`config.mk`:
```
export PLATFORM = sky130hd
export DESIGN_NAME = vga_timing_monitor
export DESIGN_NICKNAME = d
export VERILOG_FILES = /design/src/rtl/vga_timing_monitor.sv
export SDC_FILE = /design/constraint.sdc
export NUM_CORES = 1
export LEC_CHECK = 0
export CELL_PAD_IN_SITES_DETAIL_PLACEMENT = 1
export CELL_PAD_IN_SITES_GLOBAL_PLACEMENT = 1
export CORE_ASPECT_RATIO = 1.5
export CORE_MARGIN = 2
export CORE_UTILIZATION = 44
export DETAILED_ROUTE_END_ITERATION = 10
export PLACE_DENSITY_LB_ADDON = 0.1
export SYNTH_ARGS = -nofsm -noshare
export SYNTH_HDL_FRONTEND = slang
export SYNTH_SLANG_ARGS = --single-unit
export TNS_END_PERCENT = 10
```
`constraint.sdc`:
```
create_clock -name Clk -period 2.8 [get_ports Clk]
set_clock_uncertainty 0.1 [all_clocks]
set_input_delay 0.56 -clock Clk [delete_from_list [all_inputs] [get_ports Clk]]
set_output_delay 0.56 -clock Clk [all_outputs]
set_load 0.01 [all_outputs]
```
`src/rtl/vga_timing_monitor.sv`:
```
// Receive-side VGA timing monitor: rebuilds pixel position from hs/vs/blank, measures line/frame length, reports lock and errors.
// Optional error counter is built when VGA_MON_ERRCNT_EN is defined; otherwise err_count is tied to 0.
module vga_timing_monitor #(
    parameter int unsigned H_TOTAL     = 800,
    parameter int unsigned V_TOTAL     = 525,
    parameter int unsigned LOCK_FRAMES = 2,
    parameter int unsigned WD_LIMIT    = 1600
) (
    input  logic       Clk,
    input  logic       Reset_n,
    input  logic       pixel_clk,
    input  logic       hs,
    input  logic       vs,
    input  logic       blank,
    output logic [9:0] RecX,
    output logic [9:0] RecY,
    output logic       rec_valid,
    output logic [9:0] line_len,
    output logic [9:0] frame_lines,
    output logic       locked,
    output logic       err_sticky,
    output logic [7:0] err_count
);

    localparam int unsigned CW   = 10;
    localparam int unsigned GW   = 4;
    localparam int unsigned WD_W = $clog2(WD_LIMIT + 1);

    typedef enum logic [1:0] {SEARCH, ACQUIRE, LOCKED} state_t;

    state_t          state, state_nx;
    logic [GW-1:0]   good, good_nx, good_inc;
    logic            pixel_clk_q, hs_q, vs_q;
    logic [CW-1:0]   hcnt, vcnt, ax, ay;
    logic            line_vis, line_bad;
    logic [WD_W-1:0] wd, wd_inc;

    logic            tick, hs_fall, vs_fall, vis;
    logic [CW:0]     hcnt_inc;
    logic [CW-1:0]   line_len_c, vcnt_end, ax_eff, ay_eff;
    logic            hbad, bad_end, frame_good, wd_fire, lose, err_evt;

    function automatic logic [CW-1:0] sat_inc(input logic [CW-1:0] v);
        return (&v) ? v : v + CW'(1);
    endfunction

    // Tick/edge detection and the values each counter takes on this tick
    always_comb begin
        tick       = pixel_clk & ~pixel_clk_q;
        hs_fall    = tick & hs_q & ~hs;
        vs_fall    = tick & vs_q & ~vs;
        vis        = tick & blank;
        hcnt_inc   = {1'b0, hcnt} + (CW+1)'(1);
        line_len_c = hcnt_inc[CW] ? {CW{1'b1}} : hcnt_inc[CW-1:0];
        hbad       = hcnt_inc != (CW+1)'(H_TOTAL);
        // A coinciding hs edge closes its line into the ending frame first
        vcnt_end   = hs_fall ? sat_inc(vcnt) : vcnt;
        bad_end    = line_bad | (hs_fall & hbad);
        frame_good = (vcnt_end == CW'(V_TOTAL)) & ~bad_end;
        ax_eff     = hs_fall ? '0 : ax;
        ay_eff     = vs_fall ? '0 : ((hs_fall & line_vis) ? sat_inc(ay) : ay);
        wd_inc     = wd + WD_W'(1);
        wd_fire    = tick & ~hs_fall & (wd_inc == WD_W'(WD_LIMIT));
        lose       = (state == LOCKED) & ((hs_fall & hbad) | (vs_fall & ~frame_good));
        err_evt    = lose | (wd_fire & (state != SEARCH));
        good_inc   = good + GW'(1);
    end

    // Lock acquisition; watchdog overrides every other transition
    always_comb begin
        state_nx = state;
        good_nx  = good;
        case (state)
            SEARCH: begin
                if (vs_fall) begin
                    state_nx = ACQUIRE;
                    good_nx  = '0;
                end
            end
            ACQUIRE: begin
                if (vs_fall) begin
                    if (!frame_good) begin
                        good_nx = '0;
                    end else if (good_inc == GW'(LOCK_FRAMES)) begin
                        state_nx = LOCKED;
                        good_nx  = '0;
                    end else begin
                        good_nx = good_inc;
                    end
                end
            end
            LOCKED: begin
                if (lose) begin
                    state_nx = SEARCH;
                end
            end
            default: state_nx = SEARCH;
        endcase
        if (wd_fire) begin
            state_nx = SEARCH;
            good_nx  = '0;
        end
    end

    always_ff @(posedge Clk or negedge Reset_n) begin
        if (!Reset_n) begin
            state       <= SEARCH;
            good        <= '0;
            pixel_clk_q <= 1'b0;
            hs_q        <= 1'b0;
            vs_q        <= 1'b0;
            hcnt        <= '0;
            vcnt        <= '0;
            ax          <= '0;
            ay          <= '0;
            line_vis    <= 1'b0;
            line_bad    <= 1'b0;
            wd          <= '0;
            RecX        <= '0;
            RecY        <= '0;
            rec_valid   <= 1'b0;
            line_len    <= '0;
            frame_lines <= '0;
            locked      <= 1'b0;
            err_sticky  <= 1'b0;
        end else begin
            pixel_clk_q <= pixel_clk;
            rec_valid   <= vis;
            state       <= state_nx;
            good        <= good_nx;
            locked      <= (state_nx == LOCKED);
            if (tick) begin
                hs_q     <= hs;
                vs_q     <= vs;
                hcnt     <= hs_fall ? '0 : sat_inc(hcnt);
                wd       <= (hs_fall | wd_fire) ? '0 : wd_inc;
                ax       <= blank ? sat_inc(ax_eff) : ax_eff;
                ay       <= ay_eff;
                line_vis <= hs_fall ? blank : (line_vis | blank);
                vcnt     <= vs_fall ? '0 : vcnt_end;
                line_bad <= vs_fall ? 1'b0 : bad_end;
                if (blank) begin
                    RecX <= ax_eff;
                    RecY <= ay_eff;
                end
                if (hs_fall) begin
                    line_len <= line_len_c;
                end
                if (vs_fall) begin
                    frame_lines <= vcnt_end;
                end
                if (err_evt) begin
                    err_sticky <= 1'b1;
                end
            end
        end
    end

`ifdef VGA_MON_ERRCNT_EN
    // Saturating count of lock losses and watchdog events
    always_ff @(posedge Clk or negedge Reset_n) begin
        if (!Reset_n) begin
            err_count <= '0;
        end else if (err_evt && (err_count != 8'hFF)) begin
            err_count <= err_count + 8'd1;
        end
    end
`else
    assign err_count = '0;
`endif

endmodule
```
After elaboration in Yosys (flattened, before gate mapping):

Cells that the tools add are included.

* bits in registers: 105
* memories: 0
* RAM bits: 0
* bits in read-only memories: 0
* logic and storage cells: 102
* latch bits: 0
* output and inout port bits: 51

* reductions and logical operators: 13
* $lt $le $gt $ge: 0
* bitwise gates (word level): 25
* multiplexer cells: 28
* shifts and indexed selects: 0
* equality and inequality tests: 10
* divide/modulo/power cells: 0
* $add $sub $neg: 7
* multipliers: 0

Operator list (number)
* 2-to-1 mux 10 bit: 12
* adder 10 x 1 -> 10 bit, second input constant: 4
* AND reduction 10 bit: 4
* 2-to-1 mux 4 bit: 5
* bitwise AND 1 bit: 14
* 2-to-1 mux 2 bit: 6
* adder 10 x 1 -> 11 bit, second input constant: 1
* adder 11 x 1 -> 11 bit, second input constant: 1
* equality test 11 bit, second input constant: 1
* 2-to-1 mux 11 bit: 1
* inequality test 11 x 10 -> 1 bit, second input constant: 1
* equality test 10 bit, second input constant: 1
* AND reduction 2 bit: 5
* one-hot mux 4 bit (2 select lines): 1
* inequality test 3 bit, second input constant: 2
* inverter 1 bit: 6
* one-hot mux 2 bit (3 select lines): 1
* OR 1 bit: 5
* adder 4 x 1 -> 4 bit, second input constant: 1
* equality test 2 bit, second input constant: 2
* equality test 4 x 2 -> 1 bit, second input constant: 1
* AND reduction 3 bit: 1
* nonzero test 3 bit: 1
* equality test 2 x 1 -> 1 bit, second input constant: 1
* other kinds (4): 5

Depth between registers and ports, before layout:

Gate-level depths: netlist of run 1.

* word-level depth: 16
* mapped depth: 12
* mapped depth without buffers: 11

Least setup slack after synthesis of run 1:

Ideal clock, no wire load.

* path type: reg2reg
* start: reg vcnt[0]
* end: reg err_sticky
* buffers on the path: 1
* required time: 2.580 ns
* slack: 0.246 ns
* clock period less this slack: 2.554 ns
* data arrival time: 2.334 ns
* cell stages (with the launch flop): 10
* setup time: 0.120 ns
* cells stage by stage: dfrtp_1 > ha_1 > buf_2 > nand3_1 > a311oi_2 > a32oi_1 > or4_4 > nor4b_1 > o21ai_1 > a31o_1

* longest elaborated chain between the ends: 11
* elaborated cells on any way between the ends: 12
* those cells by class: add/sub: 1; eq/ne: 1; mux: 2; bitwise: 6; reduce/logical: 2

RTL lines
* start, declared: line 34 `logic [CW-1:0] hcnt, vcnt, ax, ay;`
* start signal, assigned: line 140 `vcnt <= vs_fall ? '0 : vcnt_end;`
* adder 10 x 1 -> 10 bit / AND reduction 10 bit (equally long branches): line 44 `return (&v) ? v : v + CW'(1);`
* 2-to-1 mux 10 bit: line 44
* 2-to-1 mux 10 bit (*): line 57 `vcnt_end = hs_fall ? sat_inc(vcnt) : vcnt;`
* equality test 10 bit (*): line 59 `frame_good = (vcnt_end == CW'(V_TOTAL)) & ~bad_end;`
* bitwise AND 1 bit (*): line 59
* inverter 1 bit (*): line 64 `lose = (state == LOCKED) & ((hs_fall & hbad) | (vs_fall & ~frame_good));`
* bitwise AND 1 bit (*): line 64
* OR 1 bit (*): line 64
* bitwise AND 1 bit (*): line 64
* OR 1 bit (*): line 65 `err_evt = lose | (wd_fire & (state != SEARCH));`
* AND reduction 2 bit (no line) (*)
* end signal, assigned: line 125 `err_sticky <= 1'b0;`
* end signal, assigned: line 153 `err_sticky <= 1'b1;`
* end, declared: line 21 `output logic err_sticky,`

Every way passes the cells marked *; elsewhere a longest branch is shown, timed or not.
A chain may end at the register's enable or synchronous reset.

Final worst setup path of run 1:

* start: in hs
* end: reg state[0]

* longest elaborated chain between the ends: 13
* elaborated cells on any way between the ends: 20
* those cells by class: eq/ne: 1; mux: 6; bitwise: 13

RTL lines
* start, declared: line 12 `input logic hs,`
* inverter 1 bit (*): line 50 `hs_fall = tick & hs_q & ~hs;`
* bitwise AND 1 bit (*): line 50
* branches (longest 10 deep; another with 2-to-1 mux 10 bit)
* 2-to-1 mux 2 bit (*): line 99 `if (wd_fire) begin`
* via state_nx[0]: line 31 `state_t state, state_nx;`
* end signal, assigned: line 129 `state <= state_nx;`
* end, declared: line 31

Mark *: on every way through the listed nets, which the timed path passes.

==> results.cfg, run 1 <==
[route]
wl_per_cell_um = 17.7
vias = 4602
drt_wl_total_um = 14500
drtPass1Iterations = 4
routed_via_density = 5.61
drc = 0
antenna_left = 0
drtIter0Drc = 182

[pwr]
power.total_mw = 4.23
power_per_cell_area_mw_per_mm2 = 636
pwr-share-clk = 0.321
power_frac_seq = 0.460
p_comb_frac = 0.219
p_int_mw = 2.99
swShare = 0.293
p_switching_mw = 1.24
leakage_nw = 2.87
ir_worst_vdd_v = 0.000385

[critical_path]
r2r_start = vcnt[4]
path_class = in2reg
cp_max_fo = 7
r2r-end = good[2]
reg2regPathDepth = 8
required_ps = 2930
reg2reg_slack_ps = 190
startpoint_type = input port
crit_path_end_kind = flip-flop
cp.arrival_ps = 2780

[synth]
yosysTopAreaCell = dfrtp_1
ys.flop_type = dfrtp_1
syn_inst = 579
synth-warning-count = 0
netlist_top_cells_area = dfrtp_1 49%, nand2_1 6.2%, nor2_1 4.3%
synthDistinctLibCells = 64
syn_avg_cell_area_sq_um = 9.24
synth_top_area_share = 0.491
synth-edff-count = 0
async_reset_ff_frac = 1.00
synth_area_sq_mm = 0.00535
synth_seq_cells = 105
seq_area_frac_synth = 0.491

[clocking]
clkLatencyLatePin_ps = 350
cts_htree_levels = 3
cts_tree = yes
path_clk_slew_ps = 80
clkSinkCount = 105
cts_buffers = 9
cts_max_path_buffers = 2
clockRootBuffer = clkbuf_16

[placement]
dp_cells = 801
place_area_sq_mm = 0.00627
dp_hpwl_um = 10500
portBuffers = 48
place_congestion = 0.850

[global_route]
grt_pass1_vias = 4870
antenna_found_initial = 0
grt_max_degree = 48
globalRouteOverflowTotal = 0
grt_usage = 0.235
grt_pass1_wl_um = 24500

[outcome]
status = finished clean

[layout]
drive_gt1_frac = 0.141
area_growth_pct = 24.4
finish.utilization = 0.557
finalNonFillerCells = 820
diodes = 0
final_cell_area_sq_mm = 0.00666
layout.nets = 676

[floorplan]
num_io_pins = 57
fp.dieW_um = 94.0
num_rows = 49
die_height_um = 139
coreArea_sq_mm = 0.0120
die-area_sq_mm = 0.0131
start_util = 0.448

[sta]
rsz0062_at_grt = false
relSlewSlack = 0.668
slew_viol_final = 0
min_period_over_period = 0.947
final_hold_viol_count = 0
holdWs_ps = 8.54
setup_violations = 0
worst_pin_slew_ps = 491
layout_min_cycle_time_ps = 2650
max_freq_ghz = 0.377

[job]
max_cap_violations = 0

[hold_path]
min_path_type = in2async
[metal layers]
layer,track usage,vias to the layer above,share of wire
met5,0,-,0
met3,0.0299,27,0.021
met2,0.426,63,0.55
li1,-,2201,-
met4,0.0839,0,0.023
met1,0.281,2311,0.41
[placed cells by master, fill, tap and decap left out, types with 9 or more instances in the layout]
| cell type | n |
|---|---|
| nand4_1 | 10 |
| dfrtp_1 | 105 |
| xnor2_1 | 12 |
| buf_4 | 53 |
| xor2_1 | 13 |
| inv_1 | 10 |
| clkdlybuf4s50_1 | 45 |
| nand2b_1 | 9 |
| nor2_1 | 62 |
| nor3_1 | 13 |
| o21ai_0 | 46 |
| a31oi_1 | 14 |
| o31ai_1 | 15 |
| nand3_1 | 24 |
| a21oi_1 | 21 |
| clkbuf_16 | 9 |
| nand2_1 | 87 |
[critical path: stages]
cell and delay [ps]:
dlygate4sd2_1 300, nand4bb_4 290, buf_4 190, o41ai_2 430, o31ai_2 140, o21ai_1 230
nor4_4 80, buf_4 170, a2111oi_1 380
[sequential cells by signal, summed over array words and instances (netlist names)]
register and cells:
wd 11, ax 10, rec_valid 1, locked 1, vcnt 10, hcnt 10, good 4, RecY 10
frame_lines 10, state 2, vs_q 1, ay 10, RecX 10, pixel_clk_q 1, line_len 10, hs_q 1
line_bad 1, line_vis 1, err_sticky 1
[power groups by stage]
stage / Clock (mW) / Combinational, mW / Sequential (mW)
floorplan: 0 / 0.420 / 1.98
global placement: 0 / 0.894 / 1.96
global route: 1.45 / 1.03 / 1.98
finish: 1.36 / 0.929 / 1.95
CTS: 1.39 / 0.939 / 1.95
detailed placement: 0 / 0.931 / 1.97
[Yosys cell counts (9+ instances only)]
master,count
xnor2_1,12
nand2_1,88
a21oi_1,22
o21ai_0,46
nand3_1,25
clkbuf_1,18
nor2_1,62
a31oi_1,14
buf_4,9
inv_1,10
nand4_1,10
dfrtp_1,105
o31ai_1,16
nor3_1,13
xor2_1,13
nand2b_1,9
[per-stage QoR]
stage / worst slack, ps / TNS [ps]
3_3_place_gp: -309 / -3580
4_1_cts: 23.0 / 0
6_report: 149 / 0
2_1_floorplan: 246 / 0
3_5_place_dp: -467 / -7740
5_1_grt: 4.70 / 0
[worst max-delay path by stage]
stage	from	end	slack (ps)	cells past startpoint
6_report	hs	state[0]	150	9
5_1_grt	hs	ax[5]	5	12
4_1_cts	vcnt[1]	good[2]	20	8
3_5_place_dp	hs	good[2]	-470	8
3_3_place_gp	hs	err_sticky	-310	8
2_1_floorplan	vcnt[0]	err_sticky	250	9
[logic make-up (layout without fill, tap and decap cells)]
family                     Yosys count  count (layout)  share of synthesized area
other                                1               8                   0.000701
buffers and inverters               47             128                     0.0423
muxes                                8               8                     0.0157
DFF                                105             105                      0.491
AOI/OAI and AO/OA                  136             136                      0.161
adders and majority gates            8               8                     0.0187
and+or+nand+nor                    249             249                      0.229
xor gates and xnor gates            25              25                     0.0409
[cell type report]
cell class,instances,area [sq um]
Clock buffer,12,267
Multi-Input combinational cell,434,2570
Clock inverter,4,56.3
Fill cell,1390,5300
Sequential cell,105,2630
Timing Repair Buffer,102,910
Inverter,10,37.5
Tap cell,153,191
[repair_timing]
item	CTS	global route
gates resized for setup	2	9
hold endpoints to repair	0	0
endpoints found under the setup margin	9	21
buffers inserted	1	2
pin swaps	2	2
hold buffers	0	0
Power figures use the tool's default switching activity.
==> inputs of run 2 (changes only) <==
CELL_PAD_IN_SITES_DETAIL_PLACEMENT = unset   (was 1)
CELL_PAD_IN_SITES_GLOBAL_PLACEMENT = unset   (was 1)
CORE_UTILIZATION = 50   (was 44)
PLACE_DENSITY = 0.72   (was unset)
PLACE_DENSITY_LB_ADDON = unset   (was 0.1)
SLEW_MARGIN = 20   (was unset)
==> run 2 against run 1 <==
Sequential power hardly changed. Total power decreased by 1.4%. Non-clock buffer count shrank 2. Design area fell by 0.96%. Clock power hardly changed. Worst hold slack better by 75 ps. Critical path depth down 1. Flip-flop and latch count stayed put. Clock-buffer cell count did not move. Via count fell by 0.56%. Register-to-register slack got worse by 70 ps. Final cell count shrank 1.3%. Critical path type is now reg2reg.
==> results.cfg, run 2 (synthesis results as in run 1) <==
[layout]
diodes = 0
drive_gt1_frac = 0.128
final_common_cell = dfrtp_1
final_cell_area_sq_mm = 0.00659
largest_register = wd
layout.nets = 674
final_cell_mix = 105 x dfrtp_1, 88 x nand2_1, 62 x nor2_1
area_growth_pct = 23.2
largest_reg_flops = 11

[sta]
rsz0062_at_grt = true
tns_ps = 0
slew_viol_final = 0
final_hold_viol_count = 0
min_period_over_period = 0.956
worst_pin_slew_ps = 507
max_freq_ghz = 0.374
layout_min_cycle_time_ps = 2680
setup_violations = 0
relSlewSlack = 0.662

[global_route]
grt_usage = 0.225
grt_pass1_wl_um = 20400
antenna_found_initial = 0
globalRouteOverflowTotal = 0
grt_pass1_vias = 4366
grt_max_degree = 41

[critical_path]
startpoint_type = flip-flop
reg2regPathDepth = 8
crit_path_end_kind = flip-flop
r2r-end = err_sticky
reg2reg_slack_ps = 120
r2r_start = vcnt[1]
required_ps = 2940
cp.arrival_ps = 2820
path_class = reg2reg
cp_max_fo = 6

[floorplan]
die_height_um = 131
coreArea_sq_mm = 0.0105
die-area_sq_mm = 0.0116
num_rows = 46
fp.dieW_um = 88.5
start_util = 0.511
num_io_pins = 57

[clocking]
cts_buffers = 9
cts_max_path_buffers = 2
path_clk_slew_ps = 70
cts_htree_levels = 3
clkLatencyLatePin_ps = 350
clkSinkCount = 105
cts_tree = yes
clockRootBuffer = clkbuf_16
cts_hold_buf = 0

[route]
antenna_left = 0
drt_wl_total_um = 12300
drc = 0
drtIter0Drc = 316
vias = 4576
routed_via_density = 5.66
drtPass1Iterations = 5
wl_per_cell_um = 15.2

[placement]
portBuffers = 48
place_congestion = 0.941
place_area_sq_mm = 0.00626
dp_hpwl_um = 8820

[job]
max_cap_violations = 0

[pwr]
leakage_nw = 2.87
power_per_cell_area_mw_per_mm2 = 633
ir_worst_vdd_v = 0.000397

[hold_path]
min_path_type = in2async

[outcome]
status = finished clean
[run 2: worst max-delay path by stage]
stage                       endpoint  slack [ps]  depth (start not counted)  startpoint
after floorplan           err_sticky         250                          9     vcnt[0]
after global placement    err_sticky        -280                          8   pixel_clk
after detailed placement     good[2]        -370                          8   pixel_clk
after CTS                 err_sticky          10                          8   pixel_clk
after global routing      err_sticky         -50                          8     vcnt[1]
final                     err_sticky         120                          8     vcnt[1]
[run 2: final cells by class]
| cell class | count | area (sq um) |
|---|---|---|
| tap | 144 | 180 |
| multi-input combinational | 434 | 2530 |
| sequential | 105 | 2630 |
| inverter | 10 | 37.5 |
| clock buffer | 12 | 267 |
| timing repair buffer | 100 | 898 |
| fill | 873 | 3880 |
| clock inverter | 4 | 48.8 |
[run 2: power breakdown]
group / internal [mW] / switching, mW / total, mW
combinational: 0.465 / 0.433 / 0.899
sequential: 1.75 / 0.202 / 1.95
clock: 0.767 / 0.559 / 1.33
total: 2.98 / 1.19 / 4.17
[run 2: repair_timing]
item | in CTS | in global routing
setup endpoints to repair | 0 | 13
gates resized for setup | 0 | 5
buffers inserted | 0 | 1
[run 2: through the flow]
stage	std cells	power (mW)	setup slack [ps]	utilization	hold WS [ps]
2_1_floorplan	586	2.40	246	-	164
3_3_place_gp	792	2.85	-283	0.598	361
3_5_place_dp	792	2.88	-369	0.598	366
4_1_cts	808	4.19	11.2	0.628	104
5_1_grt	809	4.39	-49.2	0.629	122
6_report	809	4.17	124	0.629	83.2
[run 2: metal layers]
layer | up-vias | track usage | wire length [um]
li1 | 2202 | - | -
met1 | 2222 | 0.275 | 5160
met2 | 127 | 0.391 | 6340
met3 | 25 | 0.0421 | 478
met4 | 0 | 0.0882 | 290
met5 | - | 0 | 0
[run 2: worst max-delay path: stages, from the launching register on]
cell and delay, ps:
dfrtp_1 440, ha_1 310, and3_1 250, nand4_1 130, nor2b_1 150, or4_4 540
nor4b_1 290, o21ai_1 120, a31o_1 230
